## src/rtl/can_rx_bit_destuff.sv

```systemverilog
// Receive-path CAN/CAN FD bit de-stuffer: flags dynamic and fixed stuff bits, detects stuff errors.
// Define CAN_RX_FD_FIXED_STUFF_EN to build fixed stuffing and the FD stuff-count outputs.
module can_rx_bit_destuff (
   input  logic       clk_i,
   input  logic       rst_i,
   input  logic       sample_point_i,
   input  logic       sampled_bit_i,
   input  logic       stuff_en_i,
   input  logic       fixed_stuff_i,
   input  logic       clear_i,
   output logic       bit_de_stuff_o,
   output logic       stuff_err_o,
   output logic [2:0] stuff_cnt_o,
   output logic [2:0] stuff_cnt_gray_o,
   output logic       stuff_parity_o
);

`ifdef CAN_RX_FD_FIXED_STUFF_EN
   localparam logic FD_EN = 1'b1;
`else
   localparam logic FD_EN = 1'b0;
`endif

   function automatic logic [2:0] bin2gray(input logic [2:0] bin);
      return bin ^ (bin >> 1);
   endfunction

   logic       fixed_act;
   logic       stuff_now;
   logic       same_bit;
   logic       last_bit;
   logic       fixed_q;
   logic       destuff_q;
   logic       err_q;
   logic [2:0] run_cnt;
   logic [2:0] fixed_cnt;
   logic [2:0] stuff_cnt;

   assign fixed_act = FD_EN & fixed_stuff_i;
   // First bit of a fixed-stuff region is flagged before any register can react.
   assign stuff_now = destuff_q | (fixed_act & ~fixed_q);
   assign same_bit  = (sampled_bit_i == last_bit);

   always_ff @(posedge clk_i or posedge rst_i) begin
      if (rst_i) begin
         last_bit  <= 1'b1;
         run_cnt   <= 3'd0;
         fixed_cnt <= 3'd0;
         fixed_q   <= 1'b0;
         destuff_q <= 1'b0;
         err_q     <= 1'b0;
         stuff_cnt <= 3'd0;
      end else if (clear_i) begin
         last_bit  <= 1'b1;
         run_cnt   <= 3'd0;
         fixed_cnt <= 3'd0;
         fixed_q   <= 1'b0;
         destuff_q <= 1'b0;
         err_q     <= 1'b0;
         stuff_cnt <= 3'd0;
      end else begin
         err_q <= 1'b0;
         if (!fixed_act) begin
            fixed_q   <= 1'b0;
            fixed_cnt <= 3'd0;
         end
         if (sample_point_i) begin
            last_bit <= sampled_bit_i;
            if (fixed_act) begin
               // Fixed region: stuff bit, then four data bits, repeating.
               fixed_q <= 1'b1;
               if (stuff_now && same_bit)
                  err_q <= 1'b1;
               if (fixed_cnt == 3'd4) begin
                  fixed_cnt <= 3'd0;
                  destuff_q <= 1'b1;
               end else begin
                  fixed_cnt <= fixed_cnt + 3'd1;
                  destuff_q <= 1'b0;
               end
            end else if (!stuff_en_i) begin
               run_cnt   <= 3'd1;
               destuff_q <= 1'b0;
            end else if (destuff_q) begin
               // The stuff bit itself starts the next run.
               if (same_bit)
                  err_q <= 1'b1;
               run_cnt   <= 3'd1;
               destuff_q <= 1'b0;
               if (FD_EN)
                  stuff_cnt <= stuff_cnt + 3'd1;
            end else if (same_bit) begin
               if (run_cnt >= 3'd4) begin
                  run_cnt   <= 3'd5;
                  destuff_q <= 1'b1;
               end else begin
                  run_cnt <= run_cnt + 3'd1;
               end
            end else begin
               run_cnt <= 3'd1;
            end
         end
      end
   end

   assign bit_de_stuff_o   = stuff_now;
   assign stuff_err_o      = err_q;
   assign stuff_cnt_o      = stuff_cnt;
   assign stuff_cnt_gray_o = bin2gray(stuff_cnt);
   assign stuff_parity_o   = ^stuff_cnt_gray_o;

endmodule

```

## config.mk

```make
export PLATFORM = sky130hd
export DESIGN_NAME = can_rx_bit_destuff
export DESIGN_NICKNAME = d
export VERILOG_FILES = /design/src/rtl/can_rx_bit_destuff.sv
export SDC_FILE = /design/constraint.sdc
export NUM_CORES = 1
export LEC_CHECK = 0
export ABC_AREA = 1
export BUFFER_PORTS_ARGS = -buffer_cell sky130_fd_sc_hd__buf_2
export CELL_PAD_IN_SITES_DETAIL_PLACEMENT = 2
export CELL_PAD_IN_SITES_GLOBAL_PLACEMENT = 2
export CORE_ASPECT_RATIO = 1.1
export CORE_MARGIN = 1.5
export CORE_UTILIZATION = 25
export DETAILED_ROUTE_END_ITERATION = 8
export GPL_TIMING_DRIVEN = 1
export HOLD_SLACK_MARGIN = 0.06
export PLACE_DENSITY = 0.76
export SLEW_MARGIN = 20
export SYNTH_ARGS = -nofsm -noshare
export SYNTH_HDL_FRONTEND = slang
export SYNTH_SLANG_ARGS = --single-unit
```

## constraint.sdc

```tcl
create_clock -name clk_i -period 2.2 [get_ports clk_i]
set_clock_uncertainty 0.05 [all_clocks]
set_input_delay 0.22 -clock clk_i [delete_from_list [all_inputs] [get_ports clk_i]]
set_output_delay 0.22 -clock clk_i [all_outputs]
set_load 0.01 [all_outputs]
```

-- After elaboration in Yosys (flattened, before gate mapping)
Cells that the tools add are included.
- bits in registers: 6
- $add $sub $neg: 1
- order comparisons: 1
- equal/unequal tests: 1
- muxes and demuxes: 19
- reductions and logical operators: 1
- operators by type and width (kind ; count):
    2-to-1 mux 3 bit ; 6
    2-to-1 mux 1 bit ; 13
    adder 3 x 1 -> 3 bit (second input constant) ; 1
    greater-or-equal comparator 3 bit (second input constant) ; 1
    nonzero test 2 bit ; 1
    equality test 1 bit ; 1

-- Longest topological paths before layout
Gate-level depths: netlist of the first run.
- word-level depth: 7
- gate-level depth with buffers: 6
- depth with buffers taken out: 6

-- Least setup slack after synthesis of the first run
OpenSTA, ideal clock, no wires.
- path type: register to register
- start: reg last_bit
- end: reg run_cnt[2]
- setup time: 0.124 ns
- data arrival time: 0.813 ns
- path slack: 1.212 ns
- stages on the path, launching flop included: 6
- path buffers: 0
- path through: dfstp_2 > inv_1 > nand2_1 > nand2_1 > nand3_1 > a21oi_1
- word-level cells in the longest chain between the ends: 6
- RTL lines (element ; RTL line ; RTL):
    start, declared ; 31 ; logic last_bit;
    start signal, assigned ; 68 ; last_bit <= sampled_bit_i;
    equality test 1 bit ; 42 ; assign same_bit = (sampled_bit_i == last_bit);
    2-to-1 mux 3 bit ; 92 ; end else if (same_bit) begin
    2-to-1 mux 3 bit ; 84 ; end else if (destuff_q) begin
    2-to-1 mux 3 bit ; 81 ; end else if (!stuff_en_i) begin
    2-to-1 mux 3 bit ; 67 ; if (sample_point_i) begin
    2-to-1 mux 3 bit ; 53 ; end else if (clear_i) begin
    end signal, assigned ; 97 ; run_cnt <= run_cnt + 3'd1;
    end, declared ; 35 ; logic [2:0] run_cnt;
No other way between the ends. The select of a mux whose other input is x is not followed.
A chain may end at the register's enable or synchronous reset.

-- Worst setup path after layout of the first run
- start: reg last_bit
- end: reg run_cnt[1]
The elaborated chain is that of the path after synthesis.

==> flow_results.org, run 1 <==
** Global routing
- Initial antenna violation count :: 0
- Global routing finished with a remaining overflow of 0.
- GRT Overall Usage :: 12.3%
- The first global-routing pass estimated 1390 um of wire.
- The via count of the first global-routing pass is 325.
- Maximum number of pins on one net before global-route repair :: 7

** Worst setup path
- Cells on worst reg2reg path :: 4
- R2r endpoint :: run_cnt[1]
- Required time of the critical path :: 2.31 ns
- Setup Crit Path Kind :: flip-flop to flip-flop
- Source of the worst register-to-register timing path :: last_bit
- Reg2reg setup slack :: 1.08 ns
- CP Capture Type :: flip-flop
- In this run the worst path has a maximum fanout of 3.
- Data arrives at the worst endpoint at 1.23 ns.
- STA classifies the critical path startpoint as a flip-flop.

** STA
- Final worst path period share :: 50.9%
- In the final timing run, aggregate negative setup slack is 0 ns.
- RSZ-0062 raised after global routing :: no
- Max Transition Viols Final :: 0
- Upper clock frequency limit :: 893 MHz
- Final setup violating endpoints :: 0
- The final number of hold-violating endpoints came to 0.
- Tmin final :: 1.12 ns
- Worst hold slack :: 0.146 ns

** Synth
- Cell taking the most area after synthesis :: sky130_fd_sc_hd__dfrtp_1
- Count leader, synth :: sky130_fd_sc_hd__inv_1
- In the synthesized netlist, the cells that appear most often are sky130_fd_sc_hd__inv_1, sky130_fd_sc_hd__buf_4, sky130_fd_sc_hd__nand2_1.
- Main synth FF type :: sky130_fd_sc_hd__dfrtp_1
- Share of synthesized area occupied by flip-flops and latches :: 39.9%
- Instance count of the mapped netlist :: 48
- Counting flops with a built-in enable in the synthesized netlist gives 0.
- Each instance of the synthesized netlist takes up on average 7.90 um^2.
- Sorting the synthesized cells by area gives the leading types as sky130_fd_sc_hd__dfrtp_1, sky130_fd_sc_hd__buf_4, sky130_fd_sc_hd__inv_1.
- Yosys reg bits :: 6
- Async SR Flop Fraction :: 100%
- Distinct cell type count after synthesis :: 17
- Fraction of synthesized cell area taken by the top area cell type :: 33.0%
- Yosys warns :: 0
- Summed instance area of the synthesized netlist :: 379 um^2

** CTS
- Number of buffers added for setup after CTS :: 0
- Gates resized during post-CTS repair numbered 0.
- Clock latency of the later-clocked register in the worst-skew pair :: 0.24 ns
- Root buffer cell :: sky130_fd_sc_hd__clkbuf_4
- Clock tree from TritonCTS :: built
- TritonCTS created 3 clock buffers.
- Deepest level of the CTS H-tree :: 1
- Maximum buffer depth of the clock tree :: 2
- Clock sink count :: 6
- Clock transition time at the flip-flop clock pins of the worst setup and hold paths :: 0.05 ns

** Power and ir drop
- Dividing total power by cell area gives a power density of 596 mW/mm^2.
- Switching share of total power :: 25.6%
- Combinational logic burns 13.0% of the power.
- Net Switching :: 0.0000672 W
- Fraction of power consumed by sequential logic :: 45.0%
- Summed over all cells, the static leakage comes to 0.237 nW.
- The clock network is responsible for 42.0% of the overall power.
- IR analysis of the VDD net gives a maximum drop of 0.205 mV.
- Internal power comes to 0.000195 W.

** Die
- From bottom edge to top edge, the die measures 43.8 um.
- Starting Density :: 27.4%
- In this run the count of I/O pins placed on the die edge is 16.
- Core region area :: 0.00138 mm^2
- Cell row count :: 14
- The die covers 0.00176 mm^2.
- Die span in x :: 40.1 um

** Route
- DRC violation count after routing :: 0
- Dividing the detail-routed wire length by the instance count gives 10.3 um.
- Routed via count :: 308
- Detailed-router iteration count before antenna repair :: 2
- Antenna violation net count after detailed routing :: 0
- Number of vias per cell :: 4.11
- In this run, the number of DRC markers left after iteration 0 of detailed routing was 1.
- The routed design has 771 um of wire.

** Worst hold path
- The min-delay analysis places its worst path in the category input pin to flip-flop.
- Startpoint of the most critical hold path :: clear_i
- Hold path cells :: 2
- The path with the worst hold slack has its endpoint at stuff_err_o.

** Placement
- At the end of routability-driven placement, the weighted congestion stood at 0.677.
- Post-place instance area :: 404 um^2
- IO buf count :: 7
- Detailed placement ended at an HPWL of 644 um.

** Cells and area
- Fill cells in the final layout number 171.
- The finished cells cover 440 um^2.
- Signed area change from the synthesized netlist to the final layout :: 16.2%
- Antenna diodes :: 0
- Total number of nets in the final design :: 69
- In the final layout, the share of cells above drive strength 1 is 23.7%.

** Outcome
- Outcome :: completed

** Job
- Across the run, the number of max-cap violations was 0.
-- sequential cells by signal, indices dropped and copies added, names as in the netlist --
| register | cells |
|---|---|
| run_cnt | 3 |
| bit_de_stuff_o | 1 |
| stuff_err_o | 1 |
| last_bit | 1 |
-- per-layer routing --
metal | vias up | global-route usage, % | routed length [um]
li1 | 155 | - | -
met1 | 145 | 14.4 | 342
met2 | 8 | 18.1 | 407
met3 | 0 | 1.54 | 21
met4 | 0 | 12.4 | 0
met5 | - | 0 | 0
-- critical path, cell delays in order (launching register included) --
cell and delay, ns:
sky130_fd_sc_hd__dfstp_2 0.53, sky130_fd_sc_hd__nand2_1 0.05, sky130_fd_sc_hd__nand2_1 0.10, sky130_fd_sc_hd__nand3_1 0.14
sky130_fd_sc_hd__o21ai_1 0.17
-- metrics by stage --
stage / utilization, % / instances / total power (W) / setup WS [ns]
final: 31.8 / 75 / 0.000263 / 1.08
after global routing: 31.8 / 75 / 0.000284 / 0.973
after CTS: 31.8 / 75 / 0.000270 / 1.06
after detailed placement: 29.2 / 70 / 0.000153 / 1.08
after global placement: 29.2 / 70 / 0.000152 / 1.10
after floorplan: - / 54 / 0.000149 / 1.21
-- layout by cell type (no fill, tap or decap), drive strengths merged --
cell type    instances
dlygate4sd3          1
nor2                 5
a21oi                3
nand4                2
inv                  9
o21bai               1
dfrtp                5
nand3                2
o21ai                3
conb                 7
nand2                7
ha                   2
dfstp                1
buf                  7
clkbuf               4
-- logic make-up (layout without fill, tap and decap cells) --
logic type | count (synthesis) | count (layout) | share of synthesized area (%)
other | 1 | 7 | 0.989
AO/OA/AOI/OAI | 7 | 7 | 9.90
flip-flops | 6 | 6 | 39.9
buffers and inverters | 16 | 21 | 22.8
AND/OR/NAND/NOR | 16 | 16 | 19.8
adder cells (fa/ha/maj) | 2 | 2 | 6.60
-- how the worst max path moves through the flow --
stage / startpoint / endpoint / slack, ns / depth (start not counted)
3_5_place_dp: last_bit / run_cnt[1] / 1.08 / 4
2_1_floorplan: last_bit / run_cnt[2] / 1.21 / 5
6_report: last_bit / run_cnt[1] / 1.08 / 4
3_3_place_gp: last_bit / bit_de_stuff_o / 1.10 / 4
5_1_grt: last_bit / bit_de_stuff_o / 0.97 / 4
4_1_cts: last_bit / run_cnt[1] / 1.06 / 4
-- power groups by stage --
stage           logic, W  clock network (W)  registers (W)
5_1_grt        0.0000402           0.000125       0.000119
2_1_floorplan  0.0000310                  0       0.000119
3_3_place_gp   0.0000321                  0       0.000120
6_report       0.0000340           0.000110       0.000118
4_1_cts        0.0000345           0.000117       0.000118
3_5_place_dp   0.0000333                  0       0.000120
-- layout make-up --
type / instances / area (um^2) / area share, %
Timing Repair Buffer: 8 / 45.0 / 10.2
Tap cell: 16 / 20.0 / 4.55
Clock buffer: 4 / 26.3 / 5.97
Sequential cell: 6 / 151 / 34.4
Inverter: 9 / 33.8 / 7.67
Multi-Input combinational cell: 32 / 164 / 37.2
-- repair_timing --
action                                  CTS  global route
hold buffers                              1             0
endpoints found under the setup margin    0             0
endpoints found under the hold margin     6             0
(Power assumes the default switching activity.)
==> inputs of run 2 (changes only) <==
- CORE_UTILIZATION: 25 -> 23
- PLACE_DENSITY: 0.76 -> 0.71
- clock period: 2.2 -> 1.1 ns (I/O delays scaled with it)
==> run 2 against run 1 <==
Compared with the run above: combinational power rose to 2.6 times the previous value; highest routed layer is now met4; worst hold slack got worse by 0.076 ns; global-route usage fell by 1.6 points; clock power rose by 110%; routed wire length rose by 17%; critical path depth rose by 1; final cell count rose by 4.0%.
==> flow_results.org, run 2 (synthesis gave the netlist of run 1 again) <==
** Outcome
- The flow ran to the end, and the final reports show no timing, DRC or antenna violations.

** Route
- DRC violation count after routing :: 0
- Detailed-router iteration count before antenna repair :: 1
- Antenna violation net count after detailed routing :: 0
- Number of vias per cell :: 4.10
- Routed via count :: 320
- Routed length per instance :: 11.5 um
- Violation count after the first detailed-route iteration :: 0
- Total Wirelength :: 899 um

** Power and ir drop
- VDD sags by at most 0.482 mV.
- Total Power :: 0.000553 W
- P_leak :: 0.252 nW
- Power per standard cell area :: 1130 mW/mm^2

** Worst setup path
- Cells traversed along the worst timing path :: nand2_2, nand2_4, nand2_2, nor2_1, nor2_1
- Grouping stages by cell kind, the critical path spends the most delay in flip-flops.
- Slowest Stage Delay on Critical Path :: 0.54 ns
- The worst register-to-register path begins at last_bit.
- The worst setup path is launched from a flip-flop.
- The worst register-to-register path has a depth of 5.
- Slowest stage cell on the critical path :: sky130_fd_sc_hd__dfstp_2
- The number of buffers and inverters on the critical path is 0.
- In this run the worst path has a maximum fanout of 3.
- Data arrives at the worst endpoint at 1.14 ns.
- CP Capture Type :: flip-flop
- Required time of the critical path :: 1.19 ns
- The setup path with the least slack is of type flip-flop to flip-flop.
- In this run the critical register-to-register path is captured at run_cnt[0].
- Reg2reg setup slack :: 0.05 ns

** Job
- The tool flagged a number of max-cap violations equal to 0.

** Cells and area
- Relative to the synthesized area, the layout overhead comes to 29.4%.
- After the last flow step, the layout net total stands at 71.
- 0 antenna diodes ended up in the layout.
- Most flops, register :: run_cnt
- The count of cells in the finished layout, fillers not included, comes to 78.
- In the final layout, the share of cells above drive strength 1 is 36.1%.
- Most used cells in the layout excluding fill and tap cells :: sky130_fd_sc_hd__inv_1, sky130_fd_sc_hd__conb_1, sky130_fd_sc_hd__buf_2
- The register with the most flip-flops in the layout has 3 of them.

** Die
- Total I/O pin count :: 16
- The floorplan step defined a die boundary enclosing 0.00190 mm^2.
- Row generation in the floorplan step produced 15 rows.
- The floorplan step set the die height to 45.6 um.
- Die span in x :: 41.7 um
- Starting Density :: 24.3%
- Core region area :: 0.00156 mm^2

** CTS
- The clock net in this run drives a total of 6 sinks.
- In this run the clock root is driven by a sky130_fd_sc_hd__clkbuf_4.
- Number of buffers created by CTS :: 3
- Clock-pin slew was measured on the worst setup and hold paths at 0.05 ns.
- In this run the number of H-tree levels came out at 1.
- Clock tree from TritonCTS :: built
- Clock latency of the later-clocked register in the worst-skew pair :: 0.25 ns
- Counting along the longest clock path gives a buffer depth of 2.

** Worst hold path
- Along the worst hold path, the cell count comes to 2.
- The startpoint identified for the worst hold timing path is sample_point_i.
- The path with the worst hold slack has its endpoint at last_bit.
- Worst min-delay path class :: input pin to flip-flop

** Placement
- The wire-length estimate of the detail-placed layout is 670 um.
- The congestion estimate from routability-driven global placement came to 0.712.
- After detailed placement, the design holds a cell count of 71.
- Buffers placed on the I/O ports in this run total 7.

** Global routing
- The initial antenna violation count is 0.
- Global routing used 10.7% of the available tracks.
- The via count of the first global-routing pass was 316.
- GRT Residual Overflow :: 0
- The first global-routing pass estimated 1360 um of wire.
- Entering global routing, the biggest net connects 7 pins.

** STA
- The final number of hold-violating endpoints is 0.
- Dividing the final minimum period by the clock period gives 95.7%.
- Final setup violating endpoints :: 0
- The total count of max-transition violations in the final report is 0.
- RSZ-0062 raised after global routing :: yes
- Upper clock frequency limit :: 950 MHz
- After routing, the total negative slack on setup checks comes to 0 ns.
- Tmin final :: 1.05 ns
-- run 2: report_power, final --
| group | internal [W] | switching (W) | leakage, nW |
|---|---|---|---|
| combinational | 0.0000335 | 0.0000555 | 0.158 |
| clock | 0.000138 | 0.0000896 | 0.0150 |
| sequential | 0.000230 | 0.00000652 | 0.0789 |
-- run 2: final cells by class --
class | instances | area (um^2)
flip-flops and latches | 6 | 151
clock buffers | 4 | 26.3
repair buffers | 10 | 62.6
multi-input cells | 32 | 195
inverters | 9 | 33.8
fillers | 194 | 1070
well taps | 17 | 21.3
-- run 2: how the worst max path moves through the flow --
stage             start    endpoint  slack, ns  depth (start not counted)
2_1_floorplan  last_bit  run_cnt[2]       0.11                          5
3_3_place_gp   last_bit  run_cnt[2]      0.006                          5
3_5_place_dp   last_bit  run_cnt[2]      -0.01                          5
4_1_cts        last_bit  run_cnt[2]       0.03                          4
5_1_grt        last_bit  run_cnt[0]     -0.007                          5
6_report       last_bit  run_cnt[0]       0.05                          5
-- run 2: routing by layer --
layer  part of all wire, %  vias up  global-route usage, %
met2                    49       11                   15.6
met4                   1.3        0                   5.81
met1                    43      149                   11.7
met5                     0        -                      0
met3                   7.0        2                   7.14
li1                      -      158                      -
-- run 2: metrics by stage --
stage,hold WS (ns),cell area (um^2),utilization [%],setup WS [ns]
finish,0.0707,490,31.5,0.0476
detailed placement,-0.0144,405,26.0,-0.0103
global placement,-0.00940,405,26.0,0.00570
CTS,0.0717,457,29.3,0.0265
global route,0.0718,490,31.5,-0.00709
floorplan,-0.150,402,-,0.112
-- run 2: what timing repair did --
action | in CTS | in global routing
endpoints found under the setup margin | 2 | 5
resized for setup | 1 | 8
pin swaps | 0 | 5
hold buffers | 2 | 0
endpoints found under the hold margin | 7 | 0
setup buffers | 0 | 1
gates cloned | 0 | 0
==> inputs of run 3 (changes only) <==
- SETUP_SLACK_MARGIN: default -> 0.15
==> run 3 against run 2 <==
Compared with the run above: core utilization rose by 0.24 points; maximum frequency rose by 1.1%; combinational power fell by 2%; count of clock-buffer cells in the layout did not move; routed wire length fell by 6.6%; critical endpoint unchanged; largest power group unchanged.
==> flow_results.org, run 3 (synthesis gave the netlist of run 1 again) <==
** Outcome
- The run finished with clean final reports.

** Route
- The final layout contains routed wiring with a total length of 840 um.
- In the final routed layout, each cell accounts on average for 10.6 um.
- The detailed router placed 339 vias in this run.
- Dividing the detail-routed via count by the number of cells gives 4.29.
- Detailed-router iteration count before antenna repair :: 2
- Once detail routing completed, the nets flagged for antenna violations numbered 0.
- DRC violation count after routing :: 0
- After the first detailed-routing iteration, the DRC count stood at 2.

** STA
- Setup repair after global routing could not meet its margin everywhere.
- Setup violations remaining at the end of the flow were counted as 0.
- Upper clock frequency limit :: 960 MHz
- TNS Setup :: 0 ns
- Max Transition Viols Final :: 0
- The final number of hold-violating endpoints is 0.
- Final worst path period share :: 94.7%
- The worst path needs 1.04 ns of the cycle, external delays included.

** CTS
- Clock-pin slew was measured on the worst setup and hold paths at 0.05 ns.
- In this run, CTS created clock tree buffers numbering 3.
- In this run the number of H-tree levels came out at 1.
- Clock tree from TritonCTS :: built
- For the worst-skew pair, the clock arrives at the later sink with an insertion delay of 0.24 ns.
- In this run the clock root is driven by a sky130_fd_sc_hd__clkbuf_4.
- No sink is reached through more buffers than the 2 on the longest clock path.
- Clock sink count :: 6

** Worst setup path
- Along the worst path, the maximum fanout reaches 3.
- Reg2reg setup slack :: 0.06 ns
- The setup path with the least slack is of type flip-flop to flip-flop.
- In this run the critical register-to-register path is launched from last_bit.
- Required time of the critical path :: 1.18 ns
- Crit start category :: flip-flop
- Arr. time, crit path :: 1.13 ns
- CP Capture Type :: flip-flop
- Start point of the critical path :: last_bit

** Placement
- After legalization and detailed placement, the total HPWL measured 641 um.
- At the end of routability-driven placement, the weighted congestion stood at 0.720.
- Input and output buffers added on the ports amount to 7.

** Power and ir drop
- Worst vdd ir :: 0.301 mV
- Power per standard cell area :: 1100 mW/mm^2
- P_leak :: 0.257 nW
- Total Power :: 0.000545 W

** Die
- The die is 45.6 um tall.
- Core region area :: 0.00156 mm^2
- 16 I/O pins were placed.
- Die span in x :: 41.7 um
- Starting Density :: 24.3%
- Cell row count :: 15
- Area enclosed by the die boundary :: 0.00190 mm^2

** Global routing
- The via count of the first global-routing pass came to 352.
- Maximum number of pins on one net before global-route repair :: 7
- Met2 usage in global routing :: 18.8%
- The first global-routing pass estimated 1500 um of wire.
- For this run, global-route usage on met1 was measured as 12.1%.
- The initial antenna violation count came to 0.
- Global-route met3 utilization :: 1.19%
- For this run the aggregate overflow at the end of global routing stands at 0.
- GRT Overall Usage :: 11.2%
- Most heavily used metal layer in global routing :: met2

** Cells and area
- More flip-flops sit in one register than any other, and that register is run_cnt.
- Once layout is complete, the utilization of the core stands at 31.7%.
- Total number of nets in the final design :: 72
- The library cell used most frequently in the layout, excluding fill and tap cells, is sky130_fd_sc_hd__inv_1.
- Leaving out fill and tap cells, the most frequent cells in the layout are sky130_fd_sc_hd__inv_1, sky130_fd_sc_hd__conb_1, sky130_fd_sc_hd__buf_2.
- The post-route netlist has 33.9% of its cells at a drive strength greater than 1.
- Relative to the synthesized area, the layout overhead comes to 30.4%.
- The register with the most flip-flops in the layout has 3 of them.
- 0 antenna diodes ended up in the layout.

** Job
- Max-cap violations in this run came to 0.

** Worst hold path
- The startpoint identified for the worst hold timing path is sample_point_i.
- Worst min-delay path class :: input pin to flip-flop
[run 3: cell types whose count changed in the layout (fill, tap and decap cells not counted)]
cell / previous run / this run
sky130_fd_sc_hd__inv_2: 2 / 1
sky130_fd_sc_hd__o21ai_1: 1 / 2
sky130_fd_sc_hd__inv_1: 7 / 8
sky130_fd_sc_hd__o21ai_2: 1 / 0
sky130_fd_sc_hd__buf_4: 1 / 2
[run 3: final timing paths]
check	endpoint	cells after the start
max in group asynchronous	last_bit	3
min in group asynchronous	stuff_err_o	3
worst max-delay path	run_cnt[0]	5
worst min-delay path	last_bit	2
worst max register to register	run_cnt[0]	5
worst min register to register	run_cnt[1]	2
[run 3: area by class of cell]
type,instances,area (um^2)
inverter,9,33.8
fill,191,1060
timing repair buffer,11,70.1
sequential,6,151
multi-input combinational,32,191
clock buffer,4,26.3
tap,17,21.3
[run 3: through the flow]
step / hold slack, ns / setup slack [ns] / cells / cell area [um^2]
2_1_floorplan: -0.150 / 0.143 / 54 / 409
3_3_place_gp: -0.0166 / 0.0782 / 71 / 413
3_5_place_dp: -0.00833 / 0.0526 / 71 / 413
4_1_cts: 0.0604 / 0.0554 / 79 / 494
5_1_grt: 0.0912 / -0.0123 / 79 / 494
6_report: 0.0683 / 0.0588 / 79 / 494
[run 3: layer usage]
layer	vias up	part of all wire, %
met5	-	0
met4	0	2.3
met3	2	2.5
met2	8	51
met1	165	44
li1	164	-
[run 3: report_power, final]
group          total (W)  internal (W)  switching (W)
combinational  0.0000876     0.0000324      0.0000553
clock           0.000222      0.000138      0.0000847
sequential      0.000235      0.000230     0.00000540
[run 3: worst max-delay path, stage by stage, from the launching register on]
cell                      delay (ns)
sky130_fd_sc_hd__dfstp_2        0.54
sky130_fd_sc_hd__nand2_2        0.07
sky130_fd_sc_hd__nand2_4        0.08
sky130_fd_sc_hd__nand2_2        0.04
sky130_fd_sc_hd__nor2_1         0.10
sky130_fd_sc_hd__nor2_1         0.05
[run 3: repair_timing]
action	4_1_cts	5_1_grt
hold buffers	2	0
pin swaps	4	0
setup buffers	2	0
resized for setup	5	0
hold endpoints to repair	7	0
cloned	0	0
setup endpoints to repair	6	7
